[config.mk]
export PLATFORM = sky130hd
export DESIGN_NAME = paddle_ctrl
export DESIGN_NICKNAME = d
export VERILOG_FILES = /design/src/rtl/paddle_ctrl.sv
export SDC_FILE = /design/constraint.sdc
export NUM_CORES = 1
export LEC_CHECK = 0
export CELL_PAD_IN_SITES_DETAIL_PLACEMENT = 0
export CELL_PAD_IN_SITES_GLOBAL_PLACEMENT = 1
export CORE_MARGIN = 1
export CORE_UTILIZATION = 42
export CTS_BUF_LIST = sky130_fd_sc_hd__clkbuf_4 sky130_fd_sc_hd__clkbuf_8
export CTS_CLUSTER_DIAMETER = 80
export DETAILED_ROUTE_END_ITERATION = 6
export HOLD_SLACK_MARGIN = 0.05
export PLACE_DENSITY_LB_ADDON = 0.05
export SYNTH_ARGS = -nofsm -noshare
export SYNTH_HDL_FRONTEND = slang
export SYNTH_SLANG_ARGS = --single-unit
[constraint.sdc]
create_clock -name game_clk -period 8.2 [get_ports game_clk]
set_clock_uncertainty 0.05 [all_clocks]
set_input_delay 1.64 -clock game_clk [delete_from_list [all_inputs] [get_ports game_clk]]
set_output_delay 1.64 -clock game_clk [all_outputs]
set_load 0.03 [all_outputs]
[src/rtl/paddle_ctrl.sv]
// Pong paddle controller: manual up/down with speed ramp, auto ball tracking,
// travel clamped to [Y_MIN,Y_MAX], with freeze and recenter overrides.
module paddle_ctrl #(
  parameter int WIDTH       = 10,
  parameter int POS_X       = 20,
  parameter int POS_Y       = 200,
  parameter int Y_MIN       = 0,
  parameter int Y_MAX       = 280,
  parameter int PADDLE_H    = 200,
  parameter int SPEED_MIN   = 1,
  parameter int SPEED_MAX   = 4,
  parameter int ACCEL_TICKS = 8,
  parameter int AI_SPEED    = 2,
  parameter int DEAD_ZONE   = 4
) (
  input  logic             game_clk,
  input  logic             rst_n,
  input  logic             up,
  input  logic             down,
  input  logic             auto_mode,
  input  logic [WIDTH-1:0] ball_y,
  input  logic             freeze,
  input  logic             recenter,
  output logic [WIDTH-1:0] x,
  output logic [WIDTH-1:0] y,
  output logic             moving,
  output logic             dir_down,
  output logic [3:0]       speed,
  output logic             at_top,
  output logic             at_bottom
);

  localparam int W1    = WIDTH + 1;
  localparam int CNT_W = (ACCEL_TICKS > 2) ? $clog2(ACCEL_TICKS) : 1;

  localparam logic [W1-1:0]    Y_MIN_E  = W1'(Y_MIN);
  localparam logic [W1-1:0]    Y_MAX_E  = W1'(Y_MAX);
  localparam logic [W1-1:0]    HALF_H_E = W1'(PADDLE_H / 2);
  localparam logic [W1-1:0]    DZ_E     = W1'(DEAD_ZONE);
  localparam logic [3:0]       SPD_MIN  = 4'(SPEED_MIN);
  localparam logic [3:0]       SPD_MAX  = 4'(SPEED_MAX);
  localparam logic [3:0]       SPD_AI   = 4'(AI_SPEED);
  localparam logic [CNT_W-1:0] CNT_LAST = CNT_W'(ACCEL_TICKS - 1);

  typedef enum logic [1:0] {
    IDLE = 2'd0,
    UP   = 2'd1,
    DOWN = 2'd2
  } state_t;

  state_t           state_q, state_d;
  logic [WIDTH-1:0] y_q, y_d;
  logic [3:0]       speed_q, speed_d;
  logic [CNT_W-1:0] count_q, count_d;
  logic             dir_down_q, dir_down_d;
  logic             mode_q, mode_d;

  state_t           req;
  logic             fresh;
  logic             hit;
  logic [3:0]       step;
  logic [W1-1:0]    y_ext, step_ext, centre, ball_ext;
  logic [CNT_W-1:0] count_inc;

  always_comb begin
    // NOTE: every signal gets a default first so no path can infer a latch.
    state_d    = state_q;
    y_d        = y_q;
    speed_d    = speed_q;
    count_d    = count_q;
    dir_down_d = dir_down_q;
    mode_d     = mode_q;
    req        = IDLE;
    fresh      = 1'b0;
    hit        = 1'b0;
    step       = SPD_MIN;
    y_ext      = {1'b0, y_q};
    ball_ext   = {1'b0, ball_y};
    centre     = y_ext + HALF_H_E;
    step_ext   = '0;
    count_inc  = count_q + 1'b1;

    if (auto_mode) begin
      if (ball_ext + DZ_E < centre)      req = UP;
      else if (ball_ext > centre + DZ_E) req = DOWN;
    end else begin
      if (up && !down)      req = UP;
      else if (down && !up) req = DOWN;
    end

    if (recenter) begin
      y_d        = WIDTH'(POS_Y);
      state_d    = IDLE;
      speed_d    = SPD_MIN;
      count_d    = '0;
      dir_down_d = 1'b0;
      mode_d     = auto_mode;
    end else if (freeze) begin
      // hold everything, including the remembered mode
    end else if (auto_mode != mode_q) begin
      mode_d  = auto_mode;
      state_d = IDLE;
      speed_d = SPD_MIN;
      count_d = '0;
    end else if (req == IDLE) begin
      state_d = IDLE;
      speed_d = SPD_MIN;
      count_d = '0;
    end else begin
      // Entering motion or reversing always restarts the ramp at SPEED_MIN.
      fresh    = (state_q != req);
      step     = auto_mode ? SPD_AI : (fresh ? SPD_MIN : speed_q);
      step_ext = W1'(step);
      state_d  = req;
      dir_down_d = (req == DOWN);

      if (req == UP) begin
        if (y_ext < Y_MIN_E + step_ext) begin
          hit = 1'b1;
          y_d = WIDTH'(Y_MIN_E);
        end else begin
          y_d = WIDTH'(y_ext - step_ext);
        end
      end else begin
        if (y_ext + step_ext > Y_MAX_E) begin
          hit = 1'b1;
          y_d = WIDTH'(Y_MAX_E);
        end else begin
          y_d = WIDTH'(y_ext + step_ext);
        end
      end

      if (auto_mode || fresh || hit) begin
        speed_d = SPD_MIN;
        count_d = '0;
      end else if (count_inc == CNT_LAST) begin
        count_d = '0;
        speed_d = (speed_q < SPD_MAX) ? speed_q + 4'd1 : SPD_MAX;
      end else begin
        count_d = count_inc;
      end
    end
  end

  // NOTE: sequential state uses non-blocking assignments only.
  always_ff @(posedge game_clk or negedge rst_n) begin
    if (!rst_n) begin
      state_q    <= IDLE;
      y_q        <= WIDTH'(POS_Y);
      speed_q    <= SPD_MIN;
      count_q    <= '0;
      dir_down_q <= 1'b0;
      mode_q     <= 1'b0;
    end else begin
      state_q    <= state_d;
      y_q        <= y_d;
      speed_q    <= speed_d;
      count_q    <= count_d;
      dir_down_q <= dir_down_d;
      mode_q     <= mode_d;
    end
  end

  assign x         = WIDTH'(POS_X);
  assign y         = y_q;
  assign moving    = (state_q != IDLE);
  assign dir_down  = dir_down_q;
  assign speed     = speed_q;
  assign at_top    = (y_q == WIDTH'(Y_MIN));
  assign at_bottom = (y_q == WIDTH'(Y_MAX));

endmodule

==> results of run 1 <==
state kept, by name, indices dropped and copies added, names as in the netlist:
register  count
state_q       2
dir_down      1
speed         4
y            10
mode_q        1
count_q       3
worst register-to-register path, stage by stage (launching register included):
cell	delay, ns
dfstp_2	0.67
ha_1	0.28
a21oi_1	0.10
xnor2_1	0.46
nor3_1	0.15
nand2_1	0.11
nor2_1	0.05
xor2_1	0.17
ha_1	0.34
nand4_1	0.08
or3_1	0.29
and3_1	0.18
o221ai_1	0.12
o21bai_1	0.14
xor2_1	0.21
o31ai_2	0.13
a21oi_1	0.25
ha_1	0.26
inv_1	0.07
fa_1	0.44
or2_4	0.28
a211oi_1	0.39
a311oi_1	0.09
a221o_1	0.38
a211o_2	0.36
a211oi_4	0.43
o41a_2	0.22
o22ai_1	0.07
area by class of cell:
type / count / area (µm²) / share of cell area [%]
Clock buffer: 3 / 41.3 / 1.26
Clock inverter: 1 / 5.00 / 0.153
Inverter: 24 / 90.1 / 2.75
Multi-Input combinational cell: 296 / 2150 / 65.6
Sequential cell: 21 / 531 / 16.2
Tap cell: 77 / 96.3 / 2.94
Timing Repair Buffer: 37 / 363 / 11.1
cells by family (layout without fill, tap and decap cells):
logic type	after synthesis	count (layout)	synth area share, %
and+or+nand+nor	119	119	21.3
AOI/OAI and AO/OA	102	102	26.5
buffers and inverters	48	65	8.31
adders and majority gates	37	37	16.5
xor gates and xnor gates	25	25	7.58
DFF	21	21	18.4
muxes	3	3	1.13
other	2	10	0.260
path summary, 6_finish.rpt:
check                      endpoint  slack, ns  cells past startpoint
min reg2reg                dir_down       0.44                      1
min in group asynchronous      y[4]       1.86                      1
max                        speed[0]       0.75                     24
max reg2reg                speed[0]       1.32                     27
max in group asynchronous  dir_down       5.65                      1
min                        dir_down       0.44                      1
report_power, final:
| group | switching (W) | internal (W) | total [W] |
|---|---|---|---|
| Sequential | 0.0000580 | 0.000130 | 0.000188 |
| Combinational | 0.000473 | 0.000318 | 0.000791 |
| Clock | 0.0000352 | 0.0000339 | 0.0000691 |
per-layer routing:
metal / share of wire (%) / wire, µm
met1: 49 / 3770
met2: 45 / 3490
met3: 5.4 / 418
met4: 0.57 / 44
met5: 0 / 0
layout by cell type, fill, tap and decap left out, types with 3 or more instances in the layout:
cell and instances:
a211o_1 3, a211oi_1 7, a21o_1 6, a21oi_1 19, a221oi_1 4, a22o_1 5
a22oi_1 3, a311oi_1 3, a31oi_1 4, and2_1 5, and3_1 3, buf_4 3
clkbuf_8 3, clkdlybuf4s50_1 34, conb_1 10, dfrtp_1 17, dfstp_2 4, ha_1 35
inv_1 24, nand2_1 30, nand2b_1 5, nand3_1 8, nand3b_1 3, nand4_1 6
nor2_1 23, nor2b_1 5, nor3_1 13, nor3b_1 3, o211ai_1 5, o21a_1 4
o21ai_0 6, o21bai_1 5, o311ai_0 3, o31ai_1 3, xnor2_1 17, xor2_1 8
through the flow:
step	utilization [%]	std cells	worst slack, ns	cell area, µm²	hold WS (ns)
global route	50.4	459	0.343	3270	0.470
floorplan	-	365	1.47	2920	0.455
CTS	50.4	459	0.784	3270	0.443
detailed placement	49.7	455	0.516	3230	0.421
global placement	49.7	455	0.740	3230	0.417
finish	50.4	459	0.754	3270	0.442
==> run_results.csv, run 1 <==
group,metric,value,unit
clock_network,cts_setup_buffers,0,
critical_path,path_cells,"clkdlybuf4s50_1, and3_1, nand3_1, or2_2, xnor2_1, ha_1, o21ai_0, nor2_1, nor3b_1, a22o_1, buf_4, o31ai_2, a21oi_1, ha_1, inv_1, fa_1, or2_4, a211oi_1, a311oi_1, a221o_1, a211o_2, a211oi_4, o41a_2, o22ai_1",
global_route,antenna_found_initial,0,
clock_network,path_clk_slew,0.08,ns
timing,max_freq,134,MHz
critical_path,setup.worst_path.class,"in -> reg",
global_route,grt_overflow,0,
hold_path,holdCritPathClass,"reg -> reg",
detailed_routing,viasPerCell,5.90,
critical_path,max_stage_delay,0.56,ns
clock_network,post_cts_resized,0,
synthesis,ys_async_sr_fraction,100,%
global_route,met3_usage,2.63,%
clock_network,cts_root_buffer,"clkbuf_8",
critical_path,crit_path_start,"ball_y[2]",
global_route,grt_max_degree,22,
global_route,grt_first_pass_wirelength,13000,µm
floorplan,io_pins,45,
hold_path,hp-start,"dir_down",
pwr,p_per_area,320,mW/mm²
global_route,grtUsageMet1,33.7,%
detailed_routing,wirelength,7720,µm
timing,finalCritPeriodShare,90.8,%
pwr,p_leak,1.41,nW
global_route,grt_usage,22.7,%
global_route,grt_pass1_vias,2522,
synthesis,synth-edff-count,0,
synthesis,yosysUniqueCellTypes,68,
clock_network,clock-sinks,21,
synthesis,synth_area,0.00289,mm²
synthesis,ys_ff_latch,21,
critical_path,end_kind,"register",
synthesis,yosys-top-cells-area,"ha_1 15%, dfrtp_1 15%, xnor2_1 5.2%",
timing,setup_violations,0,
detailed_routing,ant_nets,0,
critical_path,path_max_fanout,14,
timing,worst_slew_pin_slew,0.969,ns
pwr,power,0.00105,W
synthesis,yosysTopAreaCell,"ha_1",
placed_design,post-dp-hpwl,6160,µm
timing,drv_slew,0,
floorplan,dieArea,0.00721,mm²
finish,drive_above_1_share,6.28,%
critical_path,cp-start-kind,"input port",
finish,fin_nets,437,
critical_path,cp_common_cell,"ha_1",
critical_path,crit_slowest_cell,"clkdlybuf4s50_1",
critical_path,cp.required,8.31,ns
run_status,status,"finished, violations left",
synthesis,yosys-top-cells-count,"35 x ha_1, 30 x nand2_1, 24 x inv_1",
global_route,met2_usage,36.2,%
critical_path,cp.arrival,7.56,ns
timing,rsz0062_at_grt,"no",
floorplan,rows,29,
timing,slew_headroom,35.2,%
clock_network,worstSkewPairLatency,0.26,ns
finish,syn_to_final_growth,13.3,%
synthesis,seq_area_frac_synth,18.4,%
placed_design,port_buffers,34,
synthesis,yosys_warnings,0,
detailed_routing,drc,1,
floorplan,chipWidth,84.9,µm
clock_network,hold_buffers,0,
detailed_routing,drt_iter0_markers,159,
synthesis,syn_area_per_cell,8.09,µm²
placed_design,gp_congestion,0.883,
global_route,top_usage_layer,"met2",
finish,nFillCells,634,
synthesis,synth_top_area_share,15.2,%
pwr,peakVddDrop,0.142,mV
detailed_routing,vias,2707,
run_status,violations,"DRC",
synthesis,synth_most_common_cell,"ha_1",
detailed_routing,wl_per_cell,16.8,µm
finish,num_antenna_cells,0,
synthesis,synth_top_flop_cell,"dfrtp_1",
critical_path,critPathTopFamily,"compound AO/OA/AOI/OAI gates",
timing,hold_viol_final,0,
clock_network,tritoncts,"done",
timing,final.setup.tns,0,ns
clock_network,cts_buffers,3,
critical_path,crit_buf_inv,3,
timing,finalCriticalPeriod,7.45,ns
synthesis,synth_cells,357,
critical_path,rr_startpoint,"y[3]",
floorplan,fp.dieH,84.9,µm
clock_network,htree_levels,1,
floorplan,core,0.00649,mm²
clock_network,ctsLongestPathBuffers,2,
floorplan,start_util,44.5,%
run,cap_violations,0,
detailed_routing,drtPass1Iterations,7,
Power figures use the tool's default switching activity.
==> inputs of run 2 (changes only) <==
--- a/config.mk
+++ b/config.mk
@@ -7,8 +7,9 @@
 export LEC_CHECK = 0
 export CELL_PAD_IN_SITES_DETAIL_PLACEMENT = 0
 export CELL_PAD_IN_SITES_GLOBAL_PLACEMENT = 1
+export CORE_ASPECT_RATIO = 1.2
 export CORE_MARGIN = 1
-export CORE_UTILIZATION = 42
+export CORE_UTILIZATION = 40
 export CTS_BUF_LIST = sky130_fd_sc_hd__clkbuf_4 sky130_fd_sc_hd__clkbuf_8
 export CTS_CLUSTER_DIAMETER = 80
 export DETAILED_ROUTE_END_ITERATION = 6
==> run 2 against run 1 <==
The run now ends clean. Register-to-register slack lost 0.06 ns. Via count shrank 0.96%. Die area grew 4.9%. Count of clock-buffer cells in the layout is the same. Core utilization shrank 2.9 points. Fmax grew 1.8%. Wire length grew 3.6%. Combinational power shrank 2%. First-iteration DRC count shrank 33%. Critical path type unchanged. Largest power group unchanged.
==> run_results.csv, run 2 (synthesized netlist as in run 1, its figures left out) <==
group,metric,value,unit
timing,hold_viol_final,0,
clock_network,clock-sinks,21,
detailed_routing,ant_nets,0,
critical_path,path_cells,"clkdlybuf4s50_1, ha_1, nand3_1, xnor2_1, ha_1, a21oi_1, nand2_1, o21ai_0, a22o_1, o31ai_2, a21oi_1, ha_1, inv_1, fa_1, or2_4, a211oi_1, a311oi_1, a221o_1, a211o_2, a211oi_4, o41a_2, o22ai_1",
floorplan,dieArea,0.00757,mm²
pwr,p_leak,1.41,nW
floorplan,chipWidth,79.6,µm
detailed_routing,drc,0,
finish,largest_reg_flops,10,
timing,worst_slew_pin_slew,0.999,ns
placed_design,post-dp-hpwl,6440,µm
critical_path,crit_slowest_cell,"clkdlybuf4s50_1",
floorplan,io_pins,45,
finish,num_antenna_cells,0,
clock_network,worstSkewPairLatency,0.27,ns
timing,max_freq,137,MHz
global_route,grt_first_pass_wirelength,12800,µm
pwr,p_per_area,317,mW/mm²
floorplan,fp.dieH,95.1,µm
finish,fin_area,0.00328,mm²
floorplan,rows,33,
timing,setup_violations,0,
placed_design,port_buffers,34,
detailed_routing,vias,2681,
detailed_routing,drt_iter0_markers,107,
global_route,antenna_found_initial,0,
timing,rsz0062_at_grt,"no",
pwr,peakVddDrop,0.125,mV
critical_path,crit_buf_inv,2,
global_route,grt_pass1_vias,2599,
critical_path,cp_common_cell,"ha_1",
global_route,grt_max_degree,22,
finish,final_cell_mix,"35 x ha_1, 34 x clkdlybuf4s50_1, 30 x nand2_1",
critical_path,path_max_fanout,8,
critical_path,cp.required,8.31,ns
timing,final.setup.tns,0,ns
timing,drv_slew,0,
clock_network,tritoncts,"done",
critical_path,cp-start-kind,"input port",
clock_network,ctsLongestPathBuffers,2,
run,cap_violations,0,
clock_network,cts_root_buffer,"clkbuf_8",
global_route,grt_usage,22.3,%
finish,drive_above_1_share,6.04,%
timing,finalCritPeriodShare,89.2,%
timing,holdWs,0.434,ns
critical_path,end_kind,"register",
hold_path,holdCritPathClass,"reg -> reg",
detailed_routing,wl_per_cell,17.1,µm
global_route,grt_overflow,0,
finish,final_common_cell,"ha_1",
run_status,status,"finished, final reports clean",
placed_design,place_area,0.00323,mm²
detailed_routing,wirelength,8000,µm
critical_path,worst-r2r-setup-slack,1.26,ns
floorplan,start_util,41.9,%
placed_design,gp_congestion,0.878,
clock_network,cts_buffers,3,
critical_path,critPathTopFamily,"compound AO/OA/AOI/OAI gates",
critical_path,cp.arrival,7.43,ns
clock_network,htree_levels,1,
timing,finalCriticalPeriod,7.32,ns
clock_network,cts_setup_buffers,0,
timing,slew_headroom,33.2,%
clock_network,post_cts_resized,0,
finish,fin_nets,436,
critical_path,max_stage_delay,0.56,ns
finish,syn_to_final_growth,13.5,%
critical_path,setup.worst_path.class,"in -> reg",
clock_network,path_clk_slew,0.08,ns
clock_network,hold_buffers,0,
detailed_routing,viasPerCell,5.73,
detailed_routing,drtPass1Iterations,4,
floorplan,core,0.00690,mm²
[run 2: area by class of cell]
class	instances	area, µm²
Tap cell	87	109
Clock buffer	3	41.3
Fill cell	706	3620
Multi-Input combinational cell	296	2150
Timing Repair Buffer	36	355
Sequential cell	21	531
Inverter	24	90.1
Clock inverter	1	5.00
[run 2: layer usage]
| layer | GRT usage (%) | wire length [µm] | up-vias |
|---|---|---|---|
| li1 | - | - | 1346 |
| met1 | 26.7 | 3460 | 1237 |
| met2 | 39.7 | 4000 | 76 |
| met3 | 1.82 | 239 | 22 |
| met4 | 11.2 | 297 | 0 |
| met5 | 0 | 0 | - |
[run 2: path summary, 6_finish.rpt]
path / from / to / depth (start not counted)
worst max-delay path: ball_y[2] / speed[0] / 22
worst min-delay path: dir_down / dir_down / 1
worst max register to register: y[2] / speed[0] / 25
worst min register to register: dir_down / dir_down / 1
max in group asynchronous: rst_n / y[0] / 1
min in group asynchronous: rst_n / dir_down / 1
[run 2: stage by stage]
step | util, % | total power (W) | worst slack, ns | instances
after floorplan | - | 0.000756 | 1.47 | 365
after global placement | 46.9 | 0.000976 | 0.676 | 464
after detailed placement | 46.9 | 0.000968 | 0.596 | 464
after CTS | 47.6 | 0.00105 | 0.876 | 468
after global routing | 47.6 | 0.00114 | 0.451 | 468
final | 47.6 | 0.00104 | 0.883 | 468
[run 2: power by group]
part,internal [W],switching [W],leakage (nW)
clock,0.0000340,0.0000373,0.0255
sequential,0.000130,0.0000656,0.272
combinational,0.000314,0.000460,1.11
==> inputs of run 3 (changes only) <==
--- a/config.mk
+++ b/config.mk
@@ -5,6 +5,7 @@
 export SDC_FILE = /design/constraint.sdc
 export NUM_CORES = 1
 export LEC_CHECK = 0
+export ABC_AREA = 0
 export CELL_PAD_IN_SITES_DETAIL_PLACEMENT = 0
 export CELL_PAD_IN_SITES_GLOBAL_PLACEMENT = 1
 export CORE_ASPECT_RATIO = 1.2
@@ -15,6 +16,7 @@
 export DETAILED_ROUTE_END_ITERATION = 6
 export HOLD_SLACK_MARGIN = 0.05
 export PLACE_DENSITY_LB_ADDON = 0.05
+export SLEW_MARGIN = 5
 export SYNTH_ARGS = -nofsm -noshare
 export SYNTH_HDL_FRONTEND = slang
 export SYNTH_SLANG_ARGS = --single-unit
==> results of run 3 <==
Final layout, timing and power as in run 2 (identical DEF).
